[src/rtl/ysyx_23060124_wb_arbiter.sv]
// Writeback arbiter: one holding slot each for EXU and LSU results, round-robin
// grant into a registered register-file write port, plus commit pulse and retire counter.
module ysyx_23060124_wb_arbiter #(
  parameter int XLEN  = 32,
  parameter int CNT_W = 32
) (
  input  logic             clock,
  input  logic             reset,
  input  logic             exu_valid,
  output logic             exu_ready,
  input  logic [4:0]       exu_rd,
  input  logic             exu_rd_wen,
  input  logic [XLEN-1:0]  exu_data,
  input  logic             lsu_valid,
  output logic             lsu_ready,
  input  logic [4:0]       lsu_rd,
  input  logic             lsu_rd_wen,
  input  logic [XLEN-1:0]  lsu_data,
  output logic             wen,
  output logic [4:0]       waddr,
  output logic [XLEN-1:0]  wdata,
  output logic             commit,
  output logic [CNT_W-1:0] retire_cnt
);

  logic            exu_slot_v_r;
  logic [4:0]      exu_slot_rd_r;
  logic            exu_slot_wen_r;
  logic [XLEN-1:0] exu_slot_data_r;
  logic            lsu_slot_v_r;
  logic [4:0]      lsu_slot_rd_r;
  logic            lsu_slot_wen_r;
  logic [XLEN-1:0] lsu_slot_data_r;

  logic            rr_last_r;  // 0 = EXU granted last, 1 = LSU
  logic            grant_exu_s;
  logic            grant_lsu_s;
  logic [4:0]      sel_rd_s;
  logic            sel_wen_s;
  logic [XLEN-1:0] sel_data_s;

  logic             wen_r;
  logic [4:0]       waddr_r;
  logic [XLEN-1:0]  wdata_r;
  logic             commit_r;
  logic [CNT_W-1:0] retire_cnt_r;

  // Grant arbitration from registered slot state only.
  always_comb begin
    grant_exu_s = 1'b0;
    grant_lsu_s = 1'b0;
    case ({exu_slot_v_r, lsu_slot_v_r})
      2'b10: grant_exu_s = 1'b1;
      2'b01: grant_lsu_s = 1'b1;
      2'b11: begin
        if (rr_last_r) begin
          grant_exu_s = 1'b1;
        end else begin
          grant_lsu_s = 1'b1;
        end
      end
      default: begin
        grant_exu_s = 1'b0;
        grant_lsu_s = 1'b0;
      end
    endcase
  end

  // Payload mux for the granted slot.
  always_comb begin
    sel_rd_s   = exu_slot_rd_r;
    sel_wen_s  = exu_slot_wen_r;
    sel_data_s = exu_slot_data_r;
    if (grant_lsu_s) begin
      sel_rd_s   = lsu_slot_rd_r;
      sel_wen_s  = lsu_slot_wen_r;
      sel_data_s = lsu_slot_data_r;
    end else begin
      sel_rd_s   = exu_slot_rd_r;
      sel_wen_s  = exu_slot_wen_r;
      sel_data_s = exu_slot_data_r;
    end
  end

  // A slot can accept when empty or when it drains on this same edge.
  assign exu_ready = ~exu_slot_v_r | grant_exu_s;
  assign lsu_ready = ~lsu_slot_v_r | grant_lsu_s;

  // EXU holding slot: a same-edge refill takes priority over the drain.
  always_ff @(posedge clock or negedge reset) begin
    if (!reset) begin
      exu_slot_v_r    <= 1'b0;
      exu_slot_rd_r   <= 5'd0;
      exu_slot_wen_r  <= 1'b0;
      exu_slot_data_r <= {XLEN{1'b0}};
    end else if (exu_valid && exu_ready) begin
      exu_slot_v_r    <= 1'b1;
      exu_slot_rd_r   <= exu_rd;
      exu_slot_wen_r  <= exu_rd_wen;
      exu_slot_data_r <= exu_data;
    end else if (grant_exu_s) begin
      exu_slot_v_r    <= 1'b0;
    end
  end

  // LSU holding slot, same policy as EXU.
  always_ff @(posedge clock or negedge reset) begin
    if (!reset) begin
      lsu_slot_v_r    <= 1'b0;
      lsu_slot_rd_r   <= 5'd0;
      lsu_slot_wen_r  <= 1'b0;
      lsu_slot_data_r <= {XLEN{1'b0}};
    end else if (lsu_valid && lsu_ready) begin
      lsu_slot_v_r    <= 1'b1;
      lsu_slot_rd_r   <= lsu_rd;
      lsu_slot_wen_r  <= lsu_rd_wen;
      lsu_slot_data_r <= lsu_data;
    end else if (grant_lsu_s) begin
      lsu_slot_v_r    <= 1'b0;
    end
  end

  // Round-robin pointer; reset value makes the first tie go to EXU.
  always_ff @(posedge clock or negedge reset) begin
    if (!reset) begin
      rr_last_r <= 1'b1;
    end else if (grant_exu_s) begin
      rr_last_r <= 1'b0;
    end else if (grant_lsu_s) begin
      rr_last_r <= 1'b1;
    end
  end

  // Register-file write port and commit pulse; x0 and no-write results still commit.
  always_ff @(posedge clock or negedge reset) begin
    if (!reset) begin
      wen_r    <= 1'b0;
      waddr_r  <= 5'd0;
      wdata_r  <= {XLEN{1'b0}};
      commit_r <= 1'b0;
    end else if (grant_exu_s || grant_lsu_s) begin
      wen_r    <= sel_wen_s && (sel_rd_s != 5'd0);
      waddr_r  <= sel_rd_s;
      wdata_r  <= sel_data_s;
      commit_r <= 1'b1;
    end else begin
      wen_r    <= 1'b0;
      commit_r <= 1'b0;
    end
  end

  // Retire counter follows the registered commit pulse, wrapping naturally.
  always_ff @(posedge clock or negedge reset) begin
    if (!reset) begin
      retire_cnt_r <= {CNT_W{1'b0}};
    end else if (commit_r) begin
      retire_cnt_r <= retire_cnt_r + {{(CNT_W-1){1'b0}}, 1'b1};
    end
  end

  assign wen        = wen_r;
  assign waddr      = waddr_r;
  assign wdata      = wdata_r;
  assign commit     = commit_r;
  assign retire_cnt = retire_cnt_r;

endmodule

[config.mk]
export PLATFORM = sky130hd
export DESIGN_NAME = ysyx_23060124_wb_arbiter
export DESIGN_NICKNAME = d
export VERILOG_FILES = /design/src/rtl/ysyx_23060124_wb_arbiter.sv
export SDC_FILE = /design/constraint.sdc
export NUM_CORES = 1
export LEC_CHECK = 0
export CAP_MARGIN = 30
export CORE_ASPECT_RATIO = 1.5
export CORE_MARGIN = 2
export CORE_UTILIZATION = 50
export CTS_CLUSTER_SIZE = 25
export DETAILED_ROUTE_END_ITERATION = 7
export PLACE_DENSITY = 0.81
export SLEW_MARGIN = 25
export SYNTH_ARGS = -nofsm -noshare
export SYNTH_HDL_FRONTEND = slang
export SYNTH_SLANG_ARGS = --single-unit
[constraint.sdc]
create_clock -name clock -period 3.9 [get_ports clock]
set_input_delay 0.78 -clock clock [delete_from_list [all_inputs] [get_ports clock]]
set_output_delay 0.78 -clock clock [all_outputs]
set_load 0.01 [all_outputs]
=== Word level (Yosys, flattened, before mapping) ===
Index checks and enable logic that the tools add are counted.

* Register bits: 150
* Output and inout bits: 73
* Input bits: 80

* Reduce and logical (&&, ||, !) cells: 8
* $add $sub $neg: 1
* Multiplexer cells: 15
* Bitwise logic cells: 4
* Equality and inequality tests: 3

{| class="wikitable"
|+ Operator list
! kind !! count
|-
| 32-bit by 1-bit adder with 32-bit output, second input constant || 1
|-
| 32-bit 2-to-1 mux || 1
|-
| 1-bit 2-to-1 mux || 11
|-
| 2-bit nonzero test || 3
|-
| 5-bit 2-to-1 mux || 1
|-
| 5-bit nonzero test || 1
|-
| 2-bit == test, second input constant || 2
|-
| 1-bit case mux with 2 select lines || 2
|-
| 1-bit logical AND || 3
|-
| 2-bit by 1-bit == test with 1-bit output, second input constant || 1
|-
| 1-bit NOT || 2
|-
| 1-bit OR || 2
|-
| 1-bit logical OR || 1
|}

=== Logic depth before layout (Yosys ltp) ===
* Word-level depth: 6
* Mapped depth: 5
* Mapped depth without buffers: 5

=== Least setup slack after synthesis ===
Ideal clock, no wire load.

* Kind: input to register
* Start: in exu_valid
* End: reg exu_slot_data_r[0]
* Arrival time: 1.597 ns
* Slack: 2.178 ns
* Buffers on the path: 2
* Stages on the path: 4
* Library setup time: 0.125 ns
* Required time: 3.775 ns
* Path through: nand2_1 buf_2 buf_2 mux2_2

* Cells in the longest elaborated chain, start to end: 1

{| class="wikitable"
|+ RTL lines
! what !! RTL line !! RTL
|-
| start: declaration || 9 || <nowiki>input logic exu_valid,</nowiki>
|-
| 1-bit logical AND || 96 || <nowiki>end else if (exu_valid && exu_ready) begin</nowiki>
|-
| end signal: assignment || 95 || <nowiki>exu_slot_data_r <= {XLEN{1'b0}};</nowiki>
|-
| end signal: assignment || 100 || <nowiki>exu_slot_data_r <= exu_data;</nowiki>
|-
| end: declaration || 29 || <nowiki>logic [XLEN-1:0] exu_slot_data_r;</nowiki>
|}

No other way between the ends.
A chain may end at the register's enable or synchronous reset.

=== Final worst setup path ===
* Start: reg rr_last_r
* End: out exu_ready

* Cells in the longest elaborated chain, start to end: 3

{| class="wikitable"
|+ RTL lines
! what !! RTL line !! RTL
|-
| start: declaration || 35 || <nowiki>logic rr_last_r;</nowiki>
|-
| start signal: assignment || 126 || <nowiki>rr_last_r <= 1'b1;</nowiki>
|-
| start signal: assignment || 128 || <nowiki>rr_last_r <= 1'b0;</nowiki>
|-
| start signal: assignment || 130 || <nowiki>rr_last_r <= 1'b1;</nowiki>
|-
| 1-bit 2-to-1 mux || 56 || <nowiki>if (rr_last_r) begin</nowiki>
|-
| 1-bit case mux with 2 select lines || 52 || <nowiki>case ({exu_slot_v_r, lsu_slot_v_r})</nowiki>
|-
| 1-bit OR || 86 || <nowiki>assign exu_ready = ~exu_slot_v_r | grant_exu_s;</nowiki>
|-
| end: declaration || 10 || <nowiki>output logic exu_ready,</nowiki>
|}

No other way between the ends.

==> impl_table.tex <==
\begin{tabular}{lr}
\hline
Metric & Value \\
\hline
\multicolumn{2}{l}{\textbf{Run status}} \\
Run status & completed \\
\multicolumn{2}{l}{\textbf{Die}} \\
Die footprint & approximately 13,000 um2 \\
I/O Pins & between 150 and 200 \\
Initial standard-cell utilization of the core & around half \\
Width of the chip & approximately 93 um \\
Number of placement rows & about 50 \\
Die extent in y & between 100 and 150 um \\
Core ar. & approximately 12,000 um2 \\
\multicolumn{2}{l}{\textbf{Power and ir drop}} \\
Relative contribution of the clock network to total power & approximately a third \\
Switching power as a share of total power & 27.4\% \\
Int Pwr & between 3 and 4 mW \\
Power density normalized to cell area & $\sim$580 nW/um2 \\
Leakage power figure & $\sim$3.6 nW \\
Switching power summed over all nets & about 1.3 mW \\
Combinational group share of total power & a little under a quarter \\
Share of total power in sequential cells & approximately 43\% \\
Peak VDD IR & approximately 0.00047 V \\
Total power after layout & roughly 4.9 mW \\
\multicolumn{2}{l}{\textbf{Detailed routing}} \\
DR vias/cell & $\sim$5.4 \\
Post-route DRC violation count & 0 \\
Detailed-route wire length & 13.5 mm \\
DR vias & $\sim$4,300 \\
Number of optimization iterations in the first detailed-route pass & 6 \\
Routed wire per std cell & between 15 and 20 um \\
Number of nets with antenna violations after routing & 0 \\
Starting DRC count in detailed routing & 179 \\
\multicolumn{2}{l}{\textbf{Place}} \\
Detailed Place HPWL & roughly 9 mm \\
Number of buffers inserted by port buffering & 152 \\
Standard cell area after detailed placement & roughly 7700 um2 \\
Worst slack at placement & between 1000 and 1500 ps \\
Routability cong. & 0.742 \\
\multicolumn{2}{l}{\textbf{CTS}} \\
Number of buffers created by CTS & 17 \\
Clock-pin transition on the worst setup and hold timing paths & approximately 60 ps \\
Clock tree from TritonCTS & done \\
Maximum buffer depth of the clock tree & 2 \\
Cell chosen for the clock root & sky130\_fd\_sc\_hd\_\_clkbuf\_16 \\
Cts-stage hold buffer count & 0 \\
CTS H-tree depth & 4 \\
Clock latency reported for the late side of the worst-skew pair & roughly 410 ps \\
Buffers inserted during post-CTS setup optimization & 0 \\
Gates resized, CTS repair & 0 \\
Number of sinks on the clock net & 150 \\
\multicolumn{2}{l}{\textbf{Setup path}} \\
Slack of the worst reg-to-reg path & 1950 ps \\
Critical Path Source & rr\_last\_r\$\_DFFE\_PN1P\_ \\
Slowest CP cell & sky130\_fd\_sc\_hd\_\_dfstp\_2 \\
Top Family by Delay on Critical Path & flip-flops \\
Critical setup path kind & flip-flop to output port \\
Delay of the slowest critical-path stage & between 500 and 600 ps \\
Critical R2R Capture & waddr[1]\$\_DFFE\_PN0P\_ \\
Arrival time reported for the critical path endpoint & roughly 1700 ps \\
Data required, critical path & 3120 ps \\
Count of buffer and inverter cells on the critical path & 1 \\
Kind of end point of the critical path & output port \\
Cell breakdown of the critical path & nand3b\_1 > clkdlybuf4s50\_1 \\
Origin of the critical flop-to-flop path & lsu\_slot\_v\_r\$\_DFFE\_PN0P\_ \\
Maximum net fanout on the critical path & 4 \\
Sort of element at the start of the critical path & flip-flop \\
Depth of the worst register-to-register path & 4 \\
\multicolumn{2}{l}{\textbf{Min path}} \\
Min-delay worst type & primary input to async pin \\
\multicolumn{2}{l}{\textbf{Final layout}} \\
Finished layout cell area & roughly 8400 um2 \\
Area of the multi-input gates & 2150 um2 \\
Final net count & $\sim$700 \\
Count of inserted antenna diode cells & 0 \\
FILL cells & roughly 800 \\
Fraction of final layout cells sized beyond drive strength 1 & 20.2\% \\
Sequential Area & 3750 um2 \\
Layout overhead on the synthesized area & 39.8\% \\
\multicolumn{2}{l}{\textbf{Synth}} \\
Cell area after synthesis & 5990 um2 \\
Total of warnings raised by yosys & 0 \\
Syn Area/Cell & $\sim$13 um2 \\
Total nets after synthesis & $\sim$540 \\
Post-synthesis cell type with the largest combined area & sky130\_fd\_sc\_hd\_\_dfrtp\_1 \\
Synth top area cells & sky130\_fd\_sc\_hd\_\_dfrtp\_1 (62\%), sky130\_fd\_sc\_hd\_\_mux2\_2 (14\%), sky130\_fd\_sc\_hd\_\_nand2\_1 (5.0\%) \\
Sequential fraction of the synthesis area & between 60\% and 70\% \\
Synth Register Bits & 150 \\
Number of distinct library cells after synthesis & 28 \\
Number of instances in the synthesized netlist & about 460 \\
Area share of the largest cell type after synthesis & between 60 and 70\% \\
\multicolumn{2}{l}{\textbf{STA}} \\
Final Hold Fails & 0 \\
Crit path setup slack, layout & around 1400 ps \\
Setup skew after layout & between 7 and 8 ps \\
Count of pins over their slew limit & 0 \\
Time the final worst path needs with I/O delays and setup & 2520 ps \\
Final Cycle Share & 64.5\% \\
Final setup TNS & 0 ps \\
Measured slew at the worst slew-check pin & 844 ps \\
Total setup violations reported at the end of the flow & 0 \\
FMAX & roughly 400 MHz \\
Setup repair after global routing missed its margin & false \\
Max-Slew Margin vs Limit & between 40\% and 50\% \\
\multicolumn{2}{l}{\textbf{Global routing}} \\
Total grt overflow & 0 \\
Number of global-route vias before repair & roughly 4,600 \\
Top Usage Layer GRT & met2 \\
GRT met3 Usage & under 10\% \\
Number of antenna violations at the first check in global routing & 0 \\
Global router's overall resource usage & between 20\% and 30\% \\
Met1 capacity usage during global routing & 26.8\% \\
Global Route met2 Usage & a little under two fifths \\
Largest net degree at the start of global routing & roughly 100 \\
Global-route wire length before repair & roughly 22 mm \\
\multicolumn{2}{l}{\textbf{Job}} \\
Max capacitance violation total & 0 \\
\hline
\end{tabular}
==> power groups by stage <==
| stage | clock network [mW] | registers (mW) | logic [mW] |
|---|---|---|---|
| after global routing | 1.76 | 2.14 | 1.21 |
| after detailed placement | 0 | 2.12 | 1.11 |
| after CTS | 1.68 | 2.10 | 1.12 |
| after global placement | 0 | 2.10 | 1.07 |
| after floorplan | 0 | 2.15 | 0.453 |
| final | 1.65 | 2.10 | 1.11 |
==> kinds of logic after synthesis <==
family | count (synthesis) | synth area share [%]
XOR/XNOR | 31 | 4.54
adder cells (fa/ha/maj) | 1 | 0.209
buffers and inverters | 27 | 1.86
AO/OA/AOI/OAI | 41 | 4.89
multiplexers | 83 | 15.5
AND/OR/NAND/NOR | 130 | 10.3
flip-flops | 150 | 62.7
==> how the worst max path moves through the flow <==
stage,end,slack [ps],cells after the start
2_1_floorplan,exu_slot_data_r[0]$_DFFE_PN0P_,2180,4
3_3_place_gp,lsu_slot_data_r[21]$_DFFE_PN0P_,1360,3
5_1_grt,exu_ready,1320,2
3_5_place_dp,exu_slot_data_r[10]$_DFFE_PN0P_,1380,3
4_1_cts,exu_ready,1370,2
6_report,exu_ready,1380,2
==> metrics by stage <==
step	util (%)	instances	hold slack (ps)
final	70.7	788	207
after global routing	70.7	788	195
after CTS	70.3	786	472
after detailed placement	65.2	754	458
after global placement	65.0	753	450
after floorplan	-	463	440
==> flip-flops by register name, indices dropped and copies added (netlist names), 5 cells and up <==
name             cells
lsu_slot_rd_r        5
exu_slot_rd_r        5
lsu_slot_data_r     32
wdata               32
exu_slot_data_r     32
retire_cnt          32
waddr                5
==> cells in the mapped netlist (all sizes together) <==
cell      n
a21boi    1
a22oi    32
and3      6
buf       8
clkbuf   12
dfrtp   149
dfstp     1
ha        1
inv       7
mux2     77
mux2i     6
nand2    79
nand2b    2
nand3     8
nand3b    1
nand4    17
nor2      8
nor3      2
nor4      4
o211ai    2
o21ai     6
or4       3
xnor2    25
xor2      6
==> layout make-up <==
cell class / instances / share of cell area, %
Timing Repair Buffer: 160 / 19.7
Clock inverter: 14 / 2.09
Clock buffer: 18 / 5.13
Inverter: 7 / 0.314
Tap cell: 153 / 2.29
Multi-Input combinational cell: 286 / 25.6
Sequential cell: 150 / 44.9
==> placed cells by master (no fill, tap or decap), drive strengths merged <==
master,n
mux2i,6
nand3,8
and3,6
o21ai,6
or4,3
bufinv,3
nor4,4
nand3b,1
a22oi,32
nor3,2
a21boi,1
xnor2,25
xor2,6
clkinv,5
nand2,79
nand2b,2
dfrtp,149
clkinvlp,3
ha,1
nor2,8
nand4,17
o211ai,2
buf,9
dfstp,1
inv,10
clkdlybuf4s50,151
clkbuf,18
mux2,77
==> layer usage <==
layer  vias up  wire length [um]
li1       1939                 -
met1      2145              5310
met2       151              7130
met3        21               883
met4         0               190
met5         -                 0
No activity file was read; power rests on OpenSTA's default activity.
